**src/rtl/ib_dispatch_scheduler_pkg.sv**
```systemverilog
// Shared definitions for the instruction-buffer dispatch scheduler.
// Holds the sizing constants, FSM encoding and stall-cause bit positions.
package ib_dispatch_scheduler_pkg;

    localparam int unsigned DISPATCH_WIDTH = 4;
    localparam int unsigned BRANCH_COUNT   = 3;
    localparam int unsigned NUM_CKPT       = 4;
    localparam int unsigned CKPT_LOG       = 3;
    localparam int unsigned AL_LOG         = 7;
    localparam int unsigned IQ_LOG         = 5;
    localparam int unsigned FREG_LOG       = 7;
    localparam int unsigned RECOVER_CYCLES = 2;

    localparam int unsigned AL_W    = AL_LOG + 1;
    localparam int unsigned IQ_W    = IQ_LOG + 1;
    localparam int unsigned FREG_W  = FREG_LOG + 1;
    localparam int unsigned REC_W   = $clog2(RECOVER_CYCLES + 1);
    localparam int unsigned CAUSE_W = 6;
    localparam int unsigned STALL_W = 32;

    localparam int unsigned CAUSE_BUF     = 0;
    localparam int unsigned CAUSE_AL      = 1;
    localparam int unsigned CAUSE_IQ      = 2;
    localparam int unsigned CAUSE_REGS    = 3;
    localparam int unsigned CAUSE_CKPT    = 4;
    localparam int unsigned CAUSE_RECOVER = 5;

    typedef enum logic {
        ST_RUN     = 1'b0,
        ST_RECOVER = 1'b1
    } sched_state_e;

endpackage

```
**src/rtl/ib_dispatch_scheduler_if.sv**
```systemverilog
// Scheduler-facing bundle: buffer/back-end status in, stall and dispatch status out.
// master drives the status inputs; slave is the scheduler itself.
interface ib_dispatch_scheduler_if;
    import ib_dispatch_scheduler_pkg::*;

    logic                     flush_i;
    logic                     instBufferReady_i;
    logic [BRANCH_COUNT-1:0]  branchCount_i;
    logic [AL_W-1:0]          alFreeCnt_i;
    logic [IQ_W-1:0]          iqFreeCnt_i;
    logic [FREG_W-1:0]        freeRegCnt_i;
    logic [CKPT_LOG-1:0]      ckptRelease_i;

    logic                     ibStall_o;
    logic                     dispatchFire_o;
    logic [CKPT_LOG-1:0]      ckptFreeCnt_o;
    logic [CAUSE_W-1:0]       stallCause_o;
    logic [STALL_W-1:0]       stallCycles_o;
    logic                     ckptErr_o;

    modport master (
        output flush_i, instBufferReady_i, branchCount_i, alFreeCnt_i,
               iqFreeCnt_i, freeRegCnt_i, ckptRelease_i,
        input  ibStall_o, dispatchFire_o, ckptFreeCnt_o, stallCause_o,
               stallCycles_o, ckptErr_o
    );

    modport slave (
        input  flush_i, instBufferReady_i, branchCount_i, alFreeCnt_i,
               iqFreeCnt_i, freeRegCnt_i, ckptRelease_i,
        output ibStall_o, dispatchFire_o, ckptFreeCnt_o, stallCause_o,
               stallCycles_o, ckptErr_o
    );

endinterface

```
**src/rtl/ib_dispatch_scheduler_ckpt.sv**
```systemverilog
// Free branch-checkpoint counter: net allocate/release per cycle, clamped to
// [0, NUM_CKPT] with a sticky error on any clamp; a flush frees every checkpoint.
module ib_ckpt_counter
    import ib_dispatch_scheduler_pkg::*;
(
    input  logic                    clk,
    input  logic                    reset,
    input  logic                    i_flush,
    input  logic [BRANCH_COUNT-1:0] i_alloc,
    input  logic [CKPT_LOG-1:0]     i_release,
    output logic [CKPT_LOG-1:0]     o_count,
    output logic                    o_err
);

    localparam int unsigned SUM_W = CKPT_LOG + 2;

    logic [CKPT_LOG-1:0] r_count;
    logic                r_err;
    logic [SUM_W-1:0]    w_sum;
    logic                w_under;
    logic                w_over;
    logic [CKPT_LOG-1:0] w_next;

    // Two extra bits: the top one flags a negative result, the other absorbs overflow.
    always_comb begin
        w_sum   = SUM_W'(r_count) - SUM_W'(i_alloc) + SUM_W'(i_release);
        w_under = w_sum[SUM_W-1];
        w_over  = ~w_under & (w_sum > SUM_W'(NUM_CKPT));
        w_next  = w_sum[CKPT_LOG-1:0];
        if (w_under) begin
            w_next = '0;
        end else if (w_over) begin
            w_next = CKPT_LOG'(NUM_CKPT);
        end
    end

    always_ff @(posedge clk) begin
        if (reset) begin
            r_count <= CKPT_LOG'(NUM_CKPT);
            r_err   <= 1'b0;
        end else if (i_flush) begin
            r_count <= CKPT_LOG'(NUM_CKPT);
        end else begin
            r_count <= w_next;
            if (w_under | w_over) begin
                r_err <= 1'b1;
            end
        end
    end

    assign o_count = r_count;
    assign o_err   = r_err;

endmodule

```
**src/rtl/ib_dispatch_scheduler.sv**
```systemverilog
// Dispatch gate between the instruction buffer and rename: stalls the buffer unless every
// back-end resource can take a full group, and holds a fixed recovery window after flush.
module ib_dispatch_scheduler
    import ib_dispatch_scheduler_pkg::*;
(
    input  logic                   clk,
    input  logic                   reset,
    ib_dispatch_scheduler_if.slave bus
);

    localparam int unsigned CMP_W = (CKPT_LOG > BRANCH_COUNT) ? CKPT_LOG : BRANCH_COUNT;

    sched_state_e            r_state;
    logic [REC_W-1:0]        r_rec_cnt;
    logic [STALL_W-1:0]      r_stall_cycles;

    logic [CKPT_LOG-1:0]     w_ckpt_free;
    logic                    w_ckpt_err;
    logic [CAUSE_W-1:0]      w_cause;
    logic                    w_ok;
    logic                    w_stall_cnt_en;
    logic [BRANCH_COUNT-1:0] w_alloc;

    // One cause bit per failing term; dispatch fires only when none are set.
    always_comb begin
        w_cause                = '0;
        w_cause[CAUSE_BUF]     = ~bus.instBufferReady_i;
        w_cause[CAUSE_AL]      = bus.alFreeCnt_i  < AL_W'(DISPATCH_WIDTH);
        w_cause[CAUSE_IQ]      = bus.iqFreeCnt_i  < IQ_W'(DISPATCH_WIDTH);
        w_cause[CAUSE_REGS]    = bus.freeRegCnt_i < FREG_W'(DISPATCH_WIDTH);
        w_cause[CAUSE_CKPT]    = CMP_W'(w_ckpt_free) < CMP_W'(bus.branchCount_i);
        w_cause[CAUSE_RECOVER] = (r_state == ST_RECOVER) | bus.flush_i;
    end

    assign w_ok    = ~|w_cause;
    assign w_alloc = w_ok ? bus.branchCount_i : '0;

    // Recovery window: a flush (re)loads the counter, RUN resumes once it has drained.
    always_ff @(posedge clk) begin
        if (reset) begin
            r_state   <= ST_RUN;
            r_rec_cnt <= '0;
        end else if (bus.flush_i) begin
            r_state   <= ST_RECOVER;
            r_rec_cnt <= REC_W'(RECOVER_CYCLES - 1);
        end else begin
            case (r_state)
                ST_RECOVER: begin
                    if (r_rec_cnt == '0) begin
                        r_state <= ST_RUN;
                    end else begin
                        r_rec_cnt <= r_rec_cnt - REC_W'(1);
                    end
                end
                default: r_state <= ST_RUN;
            endcase
        end
    end

    // Only genuine resource stalls count: buffer ready, running, not flushing.
    assign w_stall_cnt_en = ~w_ok & bus.instBufferReady_i & (r_state == ST_RUN) & ~bus.flush_i;

    always_ff @(posedge clk) begin
        if (reset) begin
            r_stall_cycles <= '0;
        end else if (w_stall_cnt_en & ~&r_stall_cycles) begin
            r_stall_cycles <= r_stall_cycles + STALL_W'(1);
        end
    end

    ib_ckpt_counter u_ckpt (
        .clk       (clk),
        .reset     (reset),
        .i_flush   (bus.flush_i),
        .i_alloc   (w_alloc),
        .i_release (bus.ckptRelease_i),
        .o_count   (w_ckpt_free),
        .o_err     (w_ckpt_err)
    );

    assign bus.dispatchFire_o = w_ok;
    assign bus.ibStall_o      = ~w_ok;
    assign bus.stallCause_o   = w_cause;
    assign bus.ckptFreeCnt_o  = w_ckpt_free;
    assign bus.stallCycles_o  = r_stall_cycles;
    assign bus.ckptErr_o      = w_ckpt_err;

endmodule

```
**src/flat_wrapper.sv**
```systemverilog
// flat-port wrapper written by rule: the top's interface ports become plain ports
module ib_dispatch_scheduler_flat import ib_dispatch_scheduler_pkg::*;
  (clk, reset, bus_flush_i, bus_instBufferReady_i, bus_branchCount_i, bus_alFreeCnt_i, bus_iqFreeCnt_i, bus_freeRegCnt_i, bus_ckptRelease_i, bus_ibStall_o, bus_dispatchFire_o, bus_ckptFreeCnt_o, bus_stallCause_o, bus_stallCycles_o, bus_ckptErr_o);
  ib_dispatch_scheduler_if bus_i ();
  input  logic clk;
  input  logic reset;
  input wire logic [$bits(bus_i.flush_i)-1:0] bus_flush_i;
  input wire logic [$bits(bus_i.instBufferReady_i)-1:0] bus_instBufferReady_i;
  input wire logic [$bits(bus_i.branchCount_i)-1:0] bus_branchCount_i;
  input wire logic [$bits(bus_i.alFreeCnt_i)-1:0] bus_alFreeCnt_i;
  input wire logic [$bits(bus_i.iqFreeCnt_i)-1:0] bus_iqFreeCnt_i;
  input wire logic [$bits(bus_i.freeRegCnt_i)-1:0] bus_freeRegCnt_i;
  input wire logic [$bits(bus_i.ckptRelease_i)-1:0] bus_ckptRelease_i;
  output wire logic [$bits(bus_i.ibStall_o)-1:0] bus_ibStall_o;
  output wire logic [$bits(bus_i.dispatchFire_o)-1:0] bus_dispatchFire_o;
  output wire logic [$bits(bus_i.ckptFreeCnt_o)-1:0] bus_ckptFreeCnt_o;
  output wire logic [$bits(bus_i.stallCause_o)-1:0] bus_stallCause_o;
  output wire logic [$bits(bus_i.stallCycles_o)-1:0] bus_stallCycles_o;
  output wire logic [$bits(bus_i.ckptErr_o)-1:0] bus_ckptErr_o;
  assign bus_i.flush_i = bus_flush_i;
  assign bus_i.instBufferReady_i = bus_instBufferReady_i;
  assign bus_i.branchCount_i = bus_branchCount_i;
  assign bus_i.alFreeCnt_i = bus_alFreeCnt_i;
  assign bus_i.iqFreeCnt_i = bus_iqFreeCnt_i;
  assign bus_i.freeRegCnt_i = bus_freeRegCnt_i;
  assign bus_i.ckptRelease_i = bus_ckptRelease_i;
  assign bus_ibStall_o = bus_i.ibStall_o;
  assign bus_dispatchFire_o = bus_i.dispatchFire_o;
  assign bus_ckptFreeCnt_o = bus_i.ckptFreeCnt_o;
  assign bus_stallCause_o = bus_i.stallCause_o;
  assign bus_stallCycles_o = bus_i.stallCycles_o;
  assign bus_ckptErr_o = bus_i.ckptErr_o;
  ib_dispatch_scheduler u_core (.clk(clk), .reset(reset), .bus(bus_i));
endmodule
```
**config.mk**
```make
export PLATFORM = sky130hd
export DESIGN_NAME = ib_dispatch_scheduler_flat
export DESIGN_NICKNAME = d
export VERILOG_FILES = /design/src/rtl/ib_dispatch_scheduler_pkg.sv /design/src/rtl/ib_dispatch_scheduler_if.sv /design/src/rtl/ib_dispatch_scheduler_ckpt.sv /design/src/rtl/ib_dispatch_scheduler.sv /design/src/flat_wrapper.sv
export SDC_FILE = /design/constraint.sdc
export NUM_CORES = 1
export LEC_CHECK = 0
export CAP_MARGIN = 25
export CORE_ASPECT_RATIO = 1.5
export CORE_MARGIN = 4
export CORE_UTILIZATION = 49
export CTS_CLUSTER_DIAMETER = 80
export CTS_CLUSTER_SIZE = 10
export DETAILED_ROUTE_END_ITERATION = 10
export PLACE_DENSITY = 0.85
export SYNTH_ARGS = -nofsm -noshare
export SYNTH_HDL_FRONTEND = slang
export SYNTH_SLANG_ARGS = --single-unit
```
**constraint.sdc**
```tcl
create_clock -name clk -period 10.85 [get_ports clk]
set_input_delay 3.255 -clock clk [delete_from_list [all_inputs] [get_ports clk]]
set_output_delay 3.255 -clock clk [all_outputs]
set_load 0.01 [all_outputs]
```
==> impl_results.md, run 1 <==
* Slowest-stage cell, CP: clkdlybuf4s50_1
* CP Data Required Time at 7600 ps
* Net Count, Synth at 316
* DIE HEIGHT at 91.4 µm
* Diode count at 0
* Pre-Repair DR Iteration Count at 4
* Critical path buffer and inverter count at 3
* Reg2reg path depth at 16
* Post-synth top area cell: dfxtp_1
* Hold EP: u_core.u_ckpt.o_err
* Area Overhead vs Synth at 36.8%
* Layout Skew at 7.64 ps
* CTS tree: done
* Setup Buffers After CTS at 0
* CTS max path bufs at 2
* CP startpoint kind: input pin
* Post-synth top area share at 0.343
* Post-CTS sizing at 0
* Final WL at 5670 µm
* CTS Buf Count at 5
* Drc violations at 0
* Core area at 4500 µm²
* Status: completed
* Final ANT Viol Nets at 0
* Die Span X at 63.6 µm
* DIE AREA at 5820 µm²
* Seq cells post-synth at 39
* Detailed Place HPWL at 4240 µm
* Yosys synthesis warning count at 0
* Number of synthesized flops with an enable pin at 0
* Critical path's top delay family: buffers and inverters
* Ys async rst share at 0
* Clock Sinks at 39
* Final Util at 0.691
* Iteration-0 DRC count of the detailed router at 97
* Worst hold stages at 2
* NumNets Final at 385
* Worst-path clk slew at 70 ps
* Vias in the first global route at 2203
* Setup TNS at 0 ps
* Drt wl/cell at 14.5 µm
* Number of setup violations in the final report at 0
* Tightest Pin Transition at 567 ps
* Max Slew Vio Count at 0
* Starting density of the core at 0.505
* Global-route wire length before repair at 9800 µm
* Most frequent cells in the layout: clkdlybuf4s50_1, nor2_1, dfxtp_1
* R2R Path Start: u_core.u_ckpt.o_count[1]
* Std-Cell Rows at 30
* FF-to-FF End: u_core.u_ckpt.o_count[0]
* Crit share post-route at 0.811
* Worst min-delay path category: reg -> reg
* Top_reg_cell synth: dfxtp_1
* Design Power at 322 µW
* Slew margin rel. at 0.618
* Initial antenna violation count at 0
* Largest net degree at the start of global routing at 40
* Upper clock frequency limit at 114 MHz
* Avg Synthesized Cell Area at 8.36 µm²
* Crit-path max FO at 5
* Vias/cell at 5.56
* Via count at 2170
* Final Hold Viols at 0
* Mapped cell area at 2270 µm²
* Flop-to-flop setup slack at 6820 ps
* Clk_lat worst skew at 290 ps
* Crit end category: output port
* Maximum vdd drop at 0.0821 mV
* Mapped Cells at 272
* Power density cells at 104 nW/µm²
* Crit-path max cell delay at 600 ps
* Critical Path Most Common Cell: clkdlybuf4s50_1
* Total Routing Usage GR at 0.206
* Register area share after synthesis at 0.343
* Most common cell after layout, fill and taps aside: clkdlybuf4s50_1
* Minimum clock period at 8800 ps
* Leakage at 1.14 nW
* Max H-tree Level at 2
* Crit path cell chain: clkdlybuf4s50_1, inv_1, ha_1, nand2_1, o21ai_0, nand3_1, nor2_1, clkdlybuf4s50_1
* WP data arrival at 5550 ps
* Post-CTS Hold Fix Bufs at 0
* MaxCap Viol Count at 0
* Critical path class: in -> out
* Top cells by area, synth: dfxtp_1, xor2_1, nor2_1, ha_1, nand3_1
* Gr ovfl total at 0
* Clock root buffer: clkbuf_8
* RSZ-0062 raised after global routing: false
* Ports at 76
* RD Place Congestion at 0.844
* Hold Crit Start: u_core.u_ckpt.o_err
* Synth unique cells at 45
* PortBufs at 69
* Share of cells above drive strength 1 at 0.0614
## sequential cells by signal, indices dropped and copies added, names as in the netlist
| name | cells |
|---|---|
| u_core.bus.stallCycles_o | 32 |
| u_core.r_rec_cnt | 2 |
| u_core.r_state | 1 |
| u_core.u_ckpt.o_count | 3 |
| u_core.u_ckpt.o_err | 1 |
## worst register-to-register path: stages, from the launching register on
cell and delay, ps:
dfxtp_1 370, ha_1 300, nand2_1 40, o21ai_0 460, nand3_1 130, nor2_1 260, and2_1 190, ha_1 160
inv_1 50, fa_1 390, xor2_1 180, ha_1 330, nor2b_1 160, o2bb2a_1 310, a211o_1 250, nor4_1 230
and2_1 180
## cell usage after synthesis, drive strengths merged (3+ instances only)
library cell	number
o31ai	4
ha	10
xor2	23
nor4	6
nand4	16
xnor2	4
nand3	23
nand2	17
and2	5
nor3	3
inv	16
a21oi	11
and3	5
o21ai	6
nor2	41
or4	4
dfxtp	39
buf	5
clkbuf	4
nor2b	6
and4	4
## kinds of logic (layout without fill, tap and decap cells)
family                     after synthesis  count (layout)  synth area share
muxes                                    1               1           0.00495
buffers and inverters                   25              95            0.0468
adders and majority gates               12              12            0.0726
AOI/OAI and AO/OA                       29              29            0.0858
DFF                                     39              39             0.343
xor gates and xnor gates                27              27             0.104
and+or+nand+nor                        139             139             0.343
## power breakdown
| part | switching [mW] | leakage, nW | total (mW) | internal (mW) |
|---|---|---|---|---|
| Clock | 0.0496 | 0.0612 | 0.124 | 0.0744 |
| Sequential | 0.00195 | 0.315 | 0.148 | 0.146 |
| Combinational | 0.0236 | 0.762 | 0.0507 | 0.0271 |
## routing by layer
layer | up-vias | share of wire | track usage | wire length (µm)
met5 | - | 0 | 0 | 0
met3 | 6 | 0.038 | 0.0421 | 214
li1 | 1096 | - | - | -
met4 | 0 | 0.010 | 0.0685 | 57
met1 | 1018 | 0.39 | 0.221 | 2190
met2 | 50 | 0.57 | 0.389 | 3200
## layout make-up
| type | instances | area (µm²) |
|---|---|---|
| Clock buffer | 6 | 82.6 |
| Timing Repair Buffer | 71 | 706 |
| Clock inverter | 2 | 35.0 |
| Inverter | 16 | 60.1 |
| Multi-Input combinational cell | 208 | 1390 |
| Sequential cell | 39 | 781 |
| Fill cell | 383 | 1390 |
| Tap cell | 48 | 60.1 |
## worst max path at each step
stage | startpoint | endpoint | slack, ps | cells after the start
2_1_floorplan | bus_branchCount_i[2] | bus_ibStall_o | 3050 | 7
3_3_place_gp | bus_branchCount_i[2] | bus_dispatchFire_o | 2070 | 8
3_5_place_dp | bus_branchCount_i[2] | bus_dispatchFire_o | 2030 | 8
4_1_cts | bus_branchCount_i[2] | bus_dispatchFire_o | 2030 | 8
5_1_grt | bus_branchCount_i[2] | bus_dispatchFire_o | 1760 | 8
6_report | bus_branchCount_i[2] | bus_dispatchFire_o | 2050 | 8
## stage by stage
step	worst slack [ps]	cells	instance area, µm²	hold WS (ps)
global placement	2070	382	2990	437
detailed placement	2030	382	2990	439
global route	1760	390	3110	485
CTS	2030	390	3110	450
finish	2050	390	3110	448
floorplan	3050	272	2270	470
Power figures use the tool's default switching activity.
==> run 2, diff against run 1 <==
--- a/config.mk
+++ b/config.mk
@@ -8,11 +8,11 @@
 export CAP_MARGIN = 25
 export CORE_ASPECT_RATIO = 1.5
 export CORE_MARGIN = 4
-export CORE_UTILIZATION = 49
+export CORE_UTILIZATION = 46
 export CTS_CLUSTER_DIAMETER = 80
 export CTS_CLUSTER_SIZE = 10
 export DETAILED_ROUTE_END_ITERATION = 10
-export PLACE_DENSITY = 0.85
+export PLACE_DENSITY = 0.8
 export SYNTH_ARGS = -nofsm -noshare
 export SYNTH_HDL_FRONTEND = slang
 export SYNTH_SLANG_ARGS = --single-unit
==> constraint.sdc (replaced) <==
create_clock -name clk -period 8.7 [get_ports clk]
set_input_delay 2.61 -clock clk [delete_from_list [all_inputs] [get_ports clk]]
set_output_delay 2.61 -clock clk [all_outputs]
set_load 0.01 [all_outputs]
==> impl_results.md, run 2 (synthesis gave the netlist of run 1 again) <==
* Status: completed
* Crit end category: output port
* Crit path cell chain: clkdlybuf4s50_1, inv_1, ha_1, nand2_1, o21ai_0, nand3_1, nor2_1, clkdlybuf4s50_1
* CTS tree: done
* Worst hold stages at 2
* NumNets Final at 385
* Worst min-delay path category: reg -> reg
* RSZ-0062 raised after global routing: false
* DIE HEIGHT at 94.1 µm
* Total Routing Usage GR at 0.199
* Final hold slack at 446 ps
* RD Place Congestion at 0.822
* Global-route wire length before repair at 9790 µm
* Area Overhead vs Synth at 37.0%
* DIE AREA at 6160 µm²
* Crit share post-route at 0.867
* Maximum vdd drop at 0.106 mV
* Crit-path max cell delay at 590 ps
* Clock root buffer: clkbuf_8
* CTS Buf Count at 5
* Tightest Pin Transition at 595 ps
* Slew margin rel. at 0.599
* Iteration-0 DRC count of the detailed router at 68
* Via count at 2197
* Ports at 76
* Vias/cell at 5.38
* Reg2reg path depth at 16
* Max Slew Vio Count at 0
* Leakage at 1.13 nW
* Cell area after layout at 3120 µm²
* Upper clock frequency limit at 133 MHz
* Worst-path clk slew at 70 ps
* Crit-path max FO at 5
* Layout Skew at 9.01 ps
* Hold Crit Start: u_core.u_ckpt.o_err
* Largest net degree at the start of global routing at 40
* Critical Path Most Common Cell: clkdlybuf4s50_1
* Pre-Repair DR Iteration Count at 4
* Std-Cell Rows at 31
* Largest register FFs at 32
* PortBufs at 69
* Gr ovfl total at 0
* Core area at 4810 µm²
* Final ANT Viol Nets at 0
* CTS max path bufs at 2
* Clock Sinks at 39
* Die Span X at 65.4 µm
* Minimum clock period at 7550 ps
* Post-CTS Hold Fix Bufs at 0
* WP data arrival at 4940 ps
* Final Hold Viols at 0
* Share of cells above drive strength 1 at 0.0585
* Drt wl/cell at 13.9 µm
* Most frequent cells in the layout: clkdlybuf4s50_1, nor2_1, dfxtp_1
* Setup TNS at 0 ps
* Starting density of the core at 0.473
* CP startpoint kind: input pin
* R2R Path Start: u_core.u_ckpt.o_count[1]
* Power density cells at 123 nW/µm²
* Post-CTS sizing at 0
* Final WL at 5690 µm
* MaxCap Viol Count at 0
* Slowest-stage cell, CP: clkdlybuf4s50_1
* Drc violations at 0
* Number of setup violations in the final report at 0
* Diode count at 0
* CP Data Required Time at 6090 ps
* Initial antenna violation count at 0
* Crit path launch: bus_branchCount_i[2]
* Most common cell after layout, fill and taps aside: clkdlybuf4s50_1
* Clk_lat worst skew at 290 ps
* Setup Buffers After CTS at 0
* Max H-tree Level at 2
* Critical path class: in -> out
* Vias in the first global route at 2171
* Detailed Place HPWL at 4340 µm
* Placed Area at 3020 µm²
[run 2: final timing paths]
check | slack (ps) | endpoint
max | 1150 | bus_dispatchFire_o
min | 450 | u_core.u_ckpt.o_err
max reg2reg | 4670 | u_core.u_ckpt.o_count[0]
min reg2reg | 450 | u_core.u_ckpt.o_err
[run 2: per-layer routing]
| metal | vias to the layer above | GRT usage | wire length (µm) |
|---|---|---|---|
| met4 | 0 | 0.0571 | 73 |
| met2 | 50 | 0.377 | 3200 |
| met5 | - | 0 | 0 |
| li1 | 1098 | - | - |
| met3 | 7 | 0.0431 | 226 |
| met1 | 1042 | 0.216 | 2190 |
[run 2: layout make-up]
class / count / area [µm²]
inverters: 16 / 60.1
well taps: 66 / 82.6
fillers: 449 / 1690
repair buffers: 71 / 706
clock buffers: 8 / 100
flip-flops and latches: 39 / 781
multi-input cells: 208 / 1390
[run 2: metrics by stage]
stage	power (mW)	setup slack, ps	cells	util
2_1_floorplan	0.224	2190	272	-
6_report	0.382	1150	408	0.648
5_1_grt	0.400	911	408	0.648
4_1_cts	0.387	1120	408	0.648
3_5_place_dp	0.253	1120	400	0.627
3_3_place_gp	0.251	1180	400	0.627
[run 2: worst max-delay path: cells and delay by family]
family                     cells  cell delay [ps]
AOI/OAI and AO/OA              1              480
buffers and inverters          3             1120
and+or+nand+nor                3              440
adders and majority gates      1              280
[run 2: power breakdown]
part | internal, mW | switching, mW | total [mW] | leakage (nW)
Sequential | 0.182 | 0.00236 | 0.184 | 0.315
Combinational | 0.0339 | 0.0303 | 0.0641 | 0.762
Clock | 0.0724 | 0.0620 | 0.134 | 0.0515
